`src/rtl/lc3_btn_pkg.sv`:
```
// Shared types and default constants for the LC-3 button scanner.
package lc3_btn_pkg;

   typedef enum logic {
      IDLE   = 1'b0,
      SETTLE = 1'b1
   } state_t;

   typedef logic [7:0] key_code_t;

   localparam int        N_BTN_DEFAULT    = 4;
   localparam logic [15:0] TIMES_DEFAULT  = 16'hFFFF;
   localparam key_code_t KEY_BASE_DEFAULT = 8'h30;

endpackage

```
`src/rtl/btn_scan_arbiter_if.sv`:
```
// LC-3 keyboard port: status bit, data register and read strobe.
interface btn_scan_arbiter_if;
   import lc3_btn_pkg::*;

   logic      kb_ready;
   key_code_t kb_data;
   logic      kb_ack;

   // Key source side (the scanner).
   modport master (output kb_ready, output kb_data, input kb_ack);
   // Consumer side (the LC-3 KBSR/KBDR logic).
   modport slave  (input kb_ready, input kb_data, output kb_ack);

endinterface

```
`src/rtl/btn_evt_fifo.sv`:
```
// Small event FIFO; wrap-bit pointers distinguish full from empty.
// A push while full is accepted only if a pop happens on the same edge.
module btn_evt_fifo #(
   parameter int DEPTH = 4,
   parameter int WIDTH = 8
) (
   input  logic             clk,
   input  logic             reset,
   input  logic             push,
   input  logic [WIDTH-1:0] din,
   input  logic             pop,
   output logic [WIDTH-1:0] dout,
   output logic             empty,
   output logic             full
);

   localparam int AW = $clog2(DEPTH);

   logic [WIDTH-1:0] mem_r [DEPTH];
   logic [AW:0]      wr_ptr_r;
   logic [AW:0]      rd_ptr_r;
   logic             pop_ok_s;
   logic             push_ok_s;

   assign empty     = (wr_ptr_r == rd_ptr_r);
   assign full      = (wr_ptr_r[AW] != rd_ptr_r[AW]) &&
                      (wr_ptr_r[AW-1:0] == rd_ptr_r[AW-1:0]);
   assign pop_ok_s  = pop && !empty;
   assign push_ok_s = push && (!full || pop_ok_s);
   assign dout      = empty ? {WIDTH{1'b0}} : mem_r[rd_ptr_r[AW-1:0]];

   // Storage and pointer update; push and pop share the same edge.
   always_ff @(posedge clk or negedge reset) begin
      if (!reset) begin
         wr_ptr_r <= {(AW+1){1'b0}};
         rd_ptr_r <= {(AW+1){1'b0}};
         for (int i = 0; i < DEPTH; i++) begin
            mem_r[i] <= {WIDTH{1'b0}};
         end
      end else begin
         if (push_ok_s) begin
            mem_r[wr_ptr_r[AW-1:0]] <= din;
            wr_ptr_r <= wr_ptr_r + (AW+1)'(1);
         end
         if (pop_ok_s) begin
            rd_ptr_r <= rd_ptr_r + (AW+1)'(1);
         end
      end
   end

endmodule

```
`src/rtl/btn_scan_arbiter.sv`:
```
// Debounces N buttons with one shared settle counter granted round-robin;
// confirmed presses are queued as key codes for the LC-3 keyboard port.
module btn_scan_arbiter
   import lc3_btn_pkg::*;
#(
   parameter int          N_BTN      = N_BTN_DEFAULT,
   parameter logic [15:0] TIMES      = TIMES_DEFAULT,
   parameter key_code_t   KEY_BASE   = KEY_BASE_DEFAULT,
   parameter int          FIFO_DEPTH = 4
) (
   input  logic                 clk,
   input  logic                 reset,
   input  logic [N_BTN-1:0]     btn_in,
   output logic [N_BTN-1:0]     lvl,
   output logic                 busy,
   output logic                 ovf,
   btn_scan_arbiter_if.master   kb
);

   localparam int RR_W = (N_BTN > 1) ? $clog2(N_BTN) : 1;

   logic [N_BTN-1:0] sync1_r;
   logic [N_BTN-1:0] s_r;
   logic [N_BTN-1:0] lvl_r;
   logic [N_BTN-1:0] lvl_s;
   logic [N_BTN-1:0] pend_s;
   state_t           state_r;
   state_t           state_s;
   logic [RR_W-1:0]  rr_r;
   logic [RR_W-1:0]  rr_s;
   logic [RR_W-1:0]  g_r;
   logic [RR_W-1:0]  g_s;
   logic [RR_W-1:0]  grant_s;
   logic [RR_W-1:0]  idx_s;
   logic [RR_W-1:0]  rr_next_s;
   logic             found_s;
   logic [15:0]      cnt_r;
   logic [15:0]      cnt_s;
   logic             push_s;
   key_code_t        code_s;
   logic             ovf_r;
   logic             fifo_empty_s;
   logic             fifo_full_s;

   assign pend_s    = s_r ^ lvl_r;
   assign rr_next_s = (g_r == RR_W'(N_BTN - 1)) ? {RR_W{1'b0}} : g_r + RR_W'(1);
   assign code_s    = KEY_BASE + key_code_t'(g_r);
   assign lvl       = lvl_r;
   assign busy      = (state_r == SETTLE);
   assign ovf       = ovf_r;
   assign kb.kb_ready = !fifo_empty_s;

   // Two-flop synchroniser for the raw button levels.
   always_ff @(posedge clk or negedge reset) begin
      if (!reset) begin
         sync1_r <= {N_BTN{1'b0}};
         s_r     <= {N_BTN{1'b0}};
      end else begin
         sync1_r <= btn_in;
         s_r     <= sync1_r;
      end
   end

   // Find the first pending button starting at rr, wrapping around.
   always_comb begin
      grant_s = rr_r;
      found_s = 1'b0;
      idx_s   = rr_r;
      for (int k = 0; k < N_BTN; k++) begin
         if (int'(rr_r) + k >= N_BTN) begin
            idx_s = RR_W'(int'(rr_r) + k - N_BTN);
         end else begin
            idx_s = RR_W'(int'(rr_r) + k);
         end
         if (!found_s && pend_s[idx_s]) begin
            grant_s = idx_s;
            found_s = 1'b1;
         end else begin
            grant_s = grant_s;
            found_s = found_s;
         end
      end
   end

   // Scheduler/settle FSM: next state, counter, level update and push.
   always_comb begin
      state_s = state_r;
      cnt_s   = cnt_r;
      rr_s    = rr_r;
      g_s     = g_r;
      lvl_s   = lvl_r;
      push_s  = 1'b0;
      case (state_r)
         IDLE: begin
            if (|pend_s) begin
               state_s = SETTLE;
               cnt_s   = 16'h0000;
               g_s     = grant_s;
            end else begin
               state_s = IDLE;
            end
         end
         SETTLE: begin
            if (s_r[g_r] == lvl_r[g_r]) begin
               state_s = IDLE;
               rr_s    = rr_next_s;
            end else if (cnt_r == TIMES - 16'd1) begin
               lvl_s[g_r] = s_r[g_r];
               rr_s       = rr_next_s;
               state_s    = IDLE;
               push_s     = s_r[g_r];
            end else begin
               cnt_s = cnt_r + 16'd1;
            end
         end
         default: begin
            state_s = IDLE;
         end
      endcase
   end

   // FSM and scheduler registers.
   always_ff @(posedge clk or negedge reset) begin
      if (!reset) begin
         state_r <= IDLE;
         cnt_r   <= 16'h0000;
         rr_r    <= {RR_W{1'b0}};
         g_r     <= {RR_W{1'b0}};
         lvl_r   <= {N_BTN{1'b0}};
      end else begin
         state_r <= state_s;
         cnt_r   <= cnt_s;
         rr_r    <= rr_s;
         g_r     <= g_s;
         lvl_r   <= lvl_s;
      end
   end

   // Sticky overflow: a push that the full FIFO cannot take this edge.
   always_ff @(posedge clk or negedge reset) begin
      if (!reset) begin
         ovf_r <= 1'b0;
      end else if (push_s && fifo_full_s && !(kb.kb_ack && !fifo_empty_s)) begin
         ovf_r <= 1'b1;
      end else begin
         ovf_r <= ovf_r;
      end
   end

   btn_evt_fifo #(
      .DEPTH (FIFO_DEPTH),
      .WIDTH (8)
   ) u_fifo (
      .clk   (clk),
      .reset (reset),
      .push  (push_s),
      .din   (code_s),
      .pop   (kb.kb_ack),
      .dout  (kb.kb_data),
      .empty (fifo_empty_s),
      .full  (fifo_full_s)
   );

endmodule

```
`src/flat_wrapper.sv`:
```
// flat-port wrapper written by rule: the top's interface ports become plain ports
module btn_scan_arbiter_flat import lc3_btn_pkg::*;
#(
   parameter int          N_BTN      = N_BTN_DEFAULT,
   parameter logic [15:0] TIMES      = TIMES_DEFAULT,
   parameter key_code_t   KEY_BASE   = KEY_BASE_DEFAULT,
   parameter int          FIFO_DEPTH = 4
)
  (clk, reset, btn_in, lvl, busy, ovf, kb_kb_ready, kb_kb_data, kb_kb_ack);
  btn_scan_arbiter_if kb_i ();
  input  logic clk;
  input  logic reset;
  input  logic [N_BTN-1:0] btn_in;
  output logic [N_BTN-1:0] lvl;
  output logic busy;
  output logic ovf;
  output wire logic [$bits(kb_i.kb_ready)-1:0] kb_kb_ready;
  output wire logic [$bits(kb_i.kb_data)-1:0] kb_kb_data;
  input wire logic [$bits(kb_i.kb_ack)-1:0] kb_kb_ack;
  assign kb_kb_ready = kb_i.kb_ready;
  assign kb_kb_data = kb_i.kb_data;
  assign kb_i.kb_ack = kb_kb_ack;
  btn_scan_arbiter #(.N_BTN(N_BTN), .TIMES(TIMES), .KEY_BASE(KEY_BASE), .FIFO_DEPTH(FIFO_DEPTH)) u_core (.clk(clk), .reset(reset), .btn_in(btn_in), .lvl(lvl), .busy(busy), .ovf(ovf), .kb(kb_i));
endmodule
```
`config.mk`:
```
export PLATFORM = sky130hd
export DESIGN_NAME = btn_scan_arbiter_flat
export DESIGN_NICKNAME = d
export VERILOG_FILES = /design/src/rtl/lc3_btn_pkg.sv /design/src/rtl/btn_scan_arbiter_if.sv /design/src/rtl/btn_evt_fifo.sv /design/src/rtl/btn_scan_arbiter.sv /design/src/flat_wrapper.sv
export SDC_FILE = /design/constraint.sdc
export NUM_CORES = 1
export LEC_CHECK = 0
export ABC_AREA = 1
export CAP_MARGIN = 15
export CORE_UTILIZATION = 46
export DETAILED_ROUTE_END_ITERATION = 8
export GPL_TIMING_DRIVEN = 0
export SLEW_MARGIN = 20
export SYNTH_ARGS = -nofsm -noshare
export SYNTH_HDL_FRONTEND = slang
export SYNTH_SLANG_ARGS = --single-unit
export TNS_END_PERCENT = 30
```
`constraint.sdc`:
```
create_clock -name clk -period 3.2 [get_ports clk]
set_input_delay 0.64 -clock clk [delete_from_list [all_inputs] [get_ports clk]]
set_output_delay 0.64 -clock clk [all_outputs]
set_load 0.02 [all_outputs]
```
# Yosys cells after proc, flatten, opt, wreduce, memory -nomap -nowiden

Index checks and enable logic that the tools add are counted.

Add/sub/neg operators: 12
Magnitude comparators: 13
Equality and inequality tests: 9
Multiplexer cells: 47
Bitwise gates (word level): 5
Reductions and logical operators: 23

Operators by type and width:

| kind                                                       | count |
|---|---|
| 2-to-1 mux 16 bit                                          | 3 |
| bitwise mux 32 bit                                         | 1 |
| 2-to-1 mux 8 bit                                           | 4 |
| one-hot mux 16 bit (2 select lines)                        | 1 |
| 2-to-1 mux 2 bit                                           | 11 |
| adder 16 x 1 -> 16 bit, second input constant              | 1 |
| binary-select mux 8 bit (select 2 bit)                     | 1 |
| demux 8 bit (select 2 bit)                                 | 1 |
| equality test 16 bit, second input constant                | 1 |
| 2-to-1 mux 1 bit                                           | 16 |
| >= comparator 3 bit, second input constant                 | 5 |
| less-than comparator 2 x 3 -> 1 bit, second input constant | 5 |
| binary-select mux 1 bit (select 2 bit)                     | 6 |
| logical AND 1 bit                                          | 10 |
| subtractor 2 x 1 -> 2 bit, second input constant           | 4 |
| adder 6 x 2 -> 7 bit, first input constant                 | 1 |
| adder 2 x 2 -> 3 bit, second input constant                | 2 |
| adder 3 x 1 -> 3 bit, second input constant                | 2 |
| logical NOT 1 bit                                          | 6 |
| inverter 2 -> 3 bit                                        | 2 |
| AND reduction 3 bit                                        | 2 |
| bitwise mux 4 bit                                          | 1 |
| != test 2 bit, second input constant                       | 2 |
| AND reduction 2 bit                                        | 2 |
| other kinds (18)                                           | 19 |

Register bits: 72

# Logic depth before layout (Yosys ltp)

Depth in word-level cells: 14
Mapped depth: 14
Mapped depth without buffers: 14

# Modules after synthesis

Synthesis repeated with hierarchy kept, for this count alone.

Cell total of the unflattened synthesis: 542
Area total of the unflattened synthesis: 4217.8 um^2

By module, submodules not included:

| module           | instances | cells an instance | area an instance (um^2) |
|---|---|---|---|
| btn_scan_arbiter | 1         | 288               | 2174.6 |
| btn_evt_fifo     | 1         | 254               | 2043.2 |

# Worst setup path after synthesis

No wires, ideal clock.

Kind: register to output
From: register u_core.u_fifo.rd_ptr_r[0]
To: output kb_kb_data[5]
Arrival time: 1.422 ns
Path slack: 1.138 ns
Stages on the path, launching flop included: 8
Cell sequence: dfrtp_1 > inv_1 > nand2_1 > a21oi_1 > nand2_1 > nand2_1 > inv_1 > buf_4

Longest elaborated chain between the ends: 5

RTL lines:

| item                                                 | RTL line           | source |
|---|---|---|
| from (decl)                                          | btn_evt_fifo.sv:21 | `logic [AW:0] rd_ptr_r;` |
| from (signal assigned)                               | btn_evt_fifo.sv:36 | `rd_ptr_r <= {(AW+1){1'b0}};` |
| from (signal assigned)                               | btn_evt_fifo.sv:46 | `rd_ptr_r <= rd_ptr_r + (AW+1)'(1);` |
| inverter 2 -> 3 bit (implied by the code)            | btn_evt_fifo.sv:30 | `assign dout = empty ? {WIDTH{1'b0}} : mem_r[rd_ptr_r[AW-1:0]];` |
| binary-select mux 8 bit (select 2 bit)               | btn_evt_fifo.sv:30 |  |
| 2-to-1 mux 8 bit (implied by the code) (2 in series) | btn_evt_fifo.sv:30 |  |
| 2-to-1 mux 8 bit *                                   | btn_evt_fifo.sv:30 |  |
| to (decl)                                            | flat_wrapper.sv:18 | `output wire logic [$bits(kb_i.kb_data)-1:0] kb_kb_data;` |

Mark *: on every way between the ends. The rest lies on a longest branch, timed or not. The select of a mux whose other input is x is not followed.

# Worst setup path after layout

Same ends and word-level chain as after synthesis.

==> impl_metrics.prom <==
# TYPE chip_impl_metric gauge
chip_impl_metric{name="placedCellCount",unit=""} 494
chip_impl_metric{name="maximum_count_of_clock_buffers_along_a_single_path",unit=""} 2
chip_impl_metric{name="fillCellCount",unit=""} 626
chip_impl_metric{name="layout.cells.non_filler",unit=""} 502
chip_impl_info{name="endpoint_kind",value="primary output"} 1
chip_impl_info{name="cts.root.buffer_cell",value="sky130_fd_sc_hd__clkbuf_8"} 1
chip_impl_metric{name="wl_met3",unit="um"} 157
chip_impl_info{name="start_kind",value="flip-flop"} 1
chip_impl_metric{name="routability_cong",unit=""} 0.846
chip_impl_info{name="tritoncts",value="yes"} 1
chip_impl_metric{name="worst_skew_pair.late_latency",unit="ns"} 0.31
chip_impl_metric{name="hold_viol_final",unit=""} 0
chip_impl_metric{name="power_per_cell_area",unit="nW/um2"} 586
chip_impl_info{name="violations",value="design-rule violations"} 1
chip_impl_metric{name="cap_viol_max_count",unit=""} 0
chip_impl_metric{name="wl_per_cell",unit="um"} 12.9
chip_impl_metric{name="area_of_all_placed_cells_without_fillers",unit="um2"} 3500
chip_impl_metric{name="drc",unit=""} 1
chip_impl_metric{name="cts.htree.levels",unit=""} 2
chip_impl_metric{name="first_global_vias",unit=""} 2438
chip_impl_metric{name="reg2reg_setup_slack",unit="ns"} 1.34
chip_impl_metric{name="insertedDiodeCount",unit=""} 0
chip_impl_metric{name="die-area",unit="um2"} 7160
chip_impl_metric{name="tightest_slew",unit="ns"} 0.658
chip_impl_metric{name="detailed_place_hpwl",unit="mm"} 4.81
chip_impl_metric{name="timing.slew.headroom",unit=""} 0.561
chip_impl_metric{name="crit_fanout",unit=""} 9
chip_impl_metric{name="grt_pass1_wl",unit="mm"} 11.4
chip_impl_metric{name="maxClockFrequency",unit="GHz"} 0.345
chip_impl_metric{name="peakVddDrop",unit="mV"} 0.209
chip_impl_metric{name="io-pin-count",unit=""} 22
chip_impl_metric{name="post_drt_via_cell_ratio",unit=""} 5.07
chip_impl_metric{name="worstPathRequired",unit="ns"} 2.56
chip_impl_metric{name="met2_wirelength",unit="mm"} 2.97
chip_impl_metric{name="met1_length",unit="mm"} 3.29
chip_impl_metric{name="dr.pass1.iters",unit=""} 8
chip_impl_metric{name="fp.dieH",unit="um"} 84.6
chip_impl_info{name="maxUsedRoutingLayer",value="met4"} 1
chip_impl_metric{name="synth_area_per_cell",unit="um2"} 7.91
chip_impl_info{name="hold_path_class",value="input pin to asynchronous set/reset pin"} 1
chip_impl_metric{name="share_of_the_yosys_chip_area_belonging_to_registers",unit=""} 0.415
chip_impl_metric{name="flops_latches_synth",unit=""} 52
chip_impl_info{name="timing_worst_setup_path_type",value="flip-flop to primary output"} 1
chip_impl_metric{name="p_leak",unit="nW"} 1.73
chip_impl_metric{name="fin_nets",unit=""} 442
chip_impl_metric{name="die-width",unit="um"} 84.6
chip_impl_metric{name="floorplan.initialDensity",unit=""} 0.486
chip_impl_info{name="rsz0062_at_grt",value="false"} 1
chip_impl_metric{name="final-setup-viol-count",unit=""} 0
chip_impl_metric{name="grt_max_degree",unit=""} 53
chip_impl_metric{name="post_synth_num_cell_types",unit=""} 35
chip_impl_metric{name="numCtsBuffers",unit=""} 5
chip_impl_metric{name="area_delta_synth_final",unit="%"} 11.6
chip_impl_metric{name="global_route.usage.total",unit=""} 0.200
chip_impl_metric{name="synth.yosys.warnings",unit=""} 0
chip_impl_metric{name="drt_initial_violations",unit=""} 95
chip_impl_metric{name="post-cts-setup-buffers",unit=""} 0
chip_impl_metric{name="holdBufCountCts",unit=""} 0
chip_impl_metric{name="syn_inst",unit=""} 397
chip_impl_info{name="result_of_the_run",value="finished, violations left"} 1
chip_impl_metric{name="num_vias",unit=""} 2547
chip_impl_metric{name="finish.utilization",unit=""} 0.543
chip_impl_metric{name="post_route_cells_drive_above_1_share",unit=""} 0.111
chip_impl_metric{name="fin_crit_sh",unit=""} 0.906
chip_impl_metric{name="clk_pin_slew_worst_paths",unit="ns"} 0.10
chip_impl_metric{name="crit_path_arrival_time",unit="ns"} 2.26
chip_impl_metric{name="final_period_minus_worst_setup_slack",unit="ns"} 2.90
chip_impl_metric{name="finalPower",unit="mW"} 2.05
chip_impl_metric{name="clock_sinks",unit=""} 52
chip_impl_metric{name="postPlaceCellArea",unit="um2"} 3410
chip_impl_metric{name="worst_clock_skew",unit="ns"} 0.00937
chip_impl_metric{name="synth_area",unit="um2"} 3140
chip_impl_metric{name="antenna_found_initial",unit=""} 0
chip_impl_metric{name="ant_nets",unit=""} 0
chip_impl_metric{name="port_buffers",unit=""} 17
chip_impl_metric{name="post_cts_resize_count",unit=""} 0
chip_impl_metric{name="final-max-slew-violation-count",unit=""} 0
chip_impl_metric{name="core-area",unit="um2"} 6460
chip_impl_metric{name="grt-ovfl-total",unit=""} 0
chip_impl_metric{name="drt_wl_total",unit="mm"} 6.46
chip_impl_metric{name="core.rowCount",unit=""} 29
metrics by stage:
| stage | hold slack, ns | setup WS (ns) | setup TNS, ns |
|---|---|---|---|
| after floorplan | 0.331 | 1.14 | 0 |
| after global placement | 0.332 | -0.145 | -7.36 |
| after detailed placement | 0.337 | 0.649 | 0 |
| after CTS | 0.364 | 0.280 | 0 |
| after global routing | 0.374 | 0.0955 | 0 |
| final | 0.337 | 0.301 | 0 |
cells by family after synthesis:
group	synth area share
AND/OR/NAND/NOR	0.318
adder cells (fa/ha/maj)	0.0438
XOR/XNOR	0.0558
AO/OA/AOI/OAI	0.0833
flip-flops	0.415
other	0.00119
buffers and inverters	0.0837
final timing paths:
kind | startpoint | endpoint | cells after the start
min in group clk | u_core.sync1_r[0] | u_core.s_r[0] | 0
worst max register to register | u_core.lvl[0] | u_core.cnt_r[11] | 9
worst max-delay path | u_core.u_fifo.rd_ptr_r[0] | kb_kb_data[5] | 8
worst min-delay path | reset | u_core.u_fifo.mem_r[5] | 1
worst min register to register | u_core.sync1_r[0] | u_core.s_r[0] | 0
max in group asynchronous | reset | u_core.lvl[0] | 1
cell usage after synthesis (all sizes together):
cell type  instances  share of area
nand3b             1         0.0024
conb               1         0.0012
nand3             53          0.093
nand4              6          0.012
o21bai             1         0.0024
o21ai             34          0.059
or2                2         0.0040
xnor2              7          0.020
buf               11          0.026
nor4               2         0.0040
a21oi             13          0.022
nor3b              1         0.0024
dfrtp             52           0.41
nand2            105           0.13
inv               46          0.056
clkbuf             2         0.0024
nor3               5          0.017
xor2              13          0.036
nor2              31          0.052
ha                11          0.044
routing by layer:
| metal | vias to the layer above | track usage |
|---|---|---|
| li1 | 1324 | - |
| met1 | 1195 | 0.285 |
| met2 | 24 | 0.317 |
| met3 | 4 | 0.0364 |
| met4 | 0 | 0.0508 |
| met5 | - | 0 |
layout by cell type (no fill, tap or decap), types with 3 or more instances in the layout:
cell type / Yosys / final
sky130_fd_sc_hd__xor2_1: 13 / 13
sky130_fd_sc_hd__nor2_1: 26 / 26
sky130_fd_sc_hd__dfrtp_1: 52 / 52
sky130_fd_sc_hd__o21ai_2: 4 / 4
sky130_fd_sc_hd__nand3_2: 3 / 3
sky130_fd_sc_hd__xnor2_1: 7 / 7
sky130_fd_sc_hd__clkbuf_8: 0 / 5
sky130_fd_sc_hd__nor2_4: 4 / 4
sky130_fd_sc_hd__buf_2: 4 / 4
sky130_fd_sc_hd__clkdlybuf4s50_1: 0 / 16
sky130_fd_sc_hd__conb_1: 1 / 4
sky130_fd_sc_hd__ha_1: 11 / 11
sky130_fd_sc_hd__nand2_1: 102 / 102
sky130_fd_sc_hd__nand3_1: 49 / 49
sky130_fd_sc_hd__buf_4: 5 / 6
sky130_fd_sc_hd__a21oi_1: 12 / 12
sky130_fd_sc_hd__o21ai_0: 29 / 29
sky130_fd_sc_hd__inv_1: 41 / 41
sky130_fd_sc_hd__nand4_1: 6 / 6
sky130_fd_sc_hd__inv_2: 4 / 4
flip-flops by register name, summed over array words and instances, names as in the netlist:
name                    cells
u_core.lvl                  4
u_core.sync1_r              4
u_core.cnt_r               16
u_core.g_r                  2
u_core.rr_r                 2
u_core.u_fifo.wr_ptr_r      3
u_core.busy                 1
u_core.ovf                  1
u_core.u_fifo.rd_ptr_r      3
u_core.u_fifo.mem_r        12
u_core.s_r                  4
final cells by class:
cell class / instances / area, um2 / share of cell area
Multi-Input combinational cell: 289 / 1590 / 0.453
Sequential cell: 52 / 1300 / 0.371
Inverter: 46 / 175 / 0.0500
Timing Repair Buffer: 17 / 168 / 0.0478
Tap cell: 77 / 96.3 / 0.0275
Buffer: 13 / 87.6 / 0.0250
Clock buffer: 5 / 68.8 / 0.0196
Clock inverter: 3 / 21.3 / 0.00607
power breakdown:
part           switching (mW)  leakage [nW]  total, mW  internal (mW)
registers              0.0565         0.643      0.770          0.713
logic                   0.609          1.04      0.898          0.289
clock network           0.230        0.0445      0.386          0.156
critical path, stage by stage (launching register included):
cell	delay (ns)
sky130_fd_sc_hd__dfrtp_1	0.49
sky130_fd_sc_hd__inv_1	0.23
sky130_fd_sc_hd__nand2_1	0.08
sky130_fd_sc_hd__a21oi_1	0.18
sky130_fd_sc_hd__nand2_1	0.18
sky130_fd_sc_hd__nand2_1	0.11
sky130_fd_sc_hd__inv_1	0.05
sky130_fd_sc_hd__buf_4	0.12
sky130_fd_sc_hd__clkdlybuf4s50_1	0.52
Power figures use the tool's default switching activity.
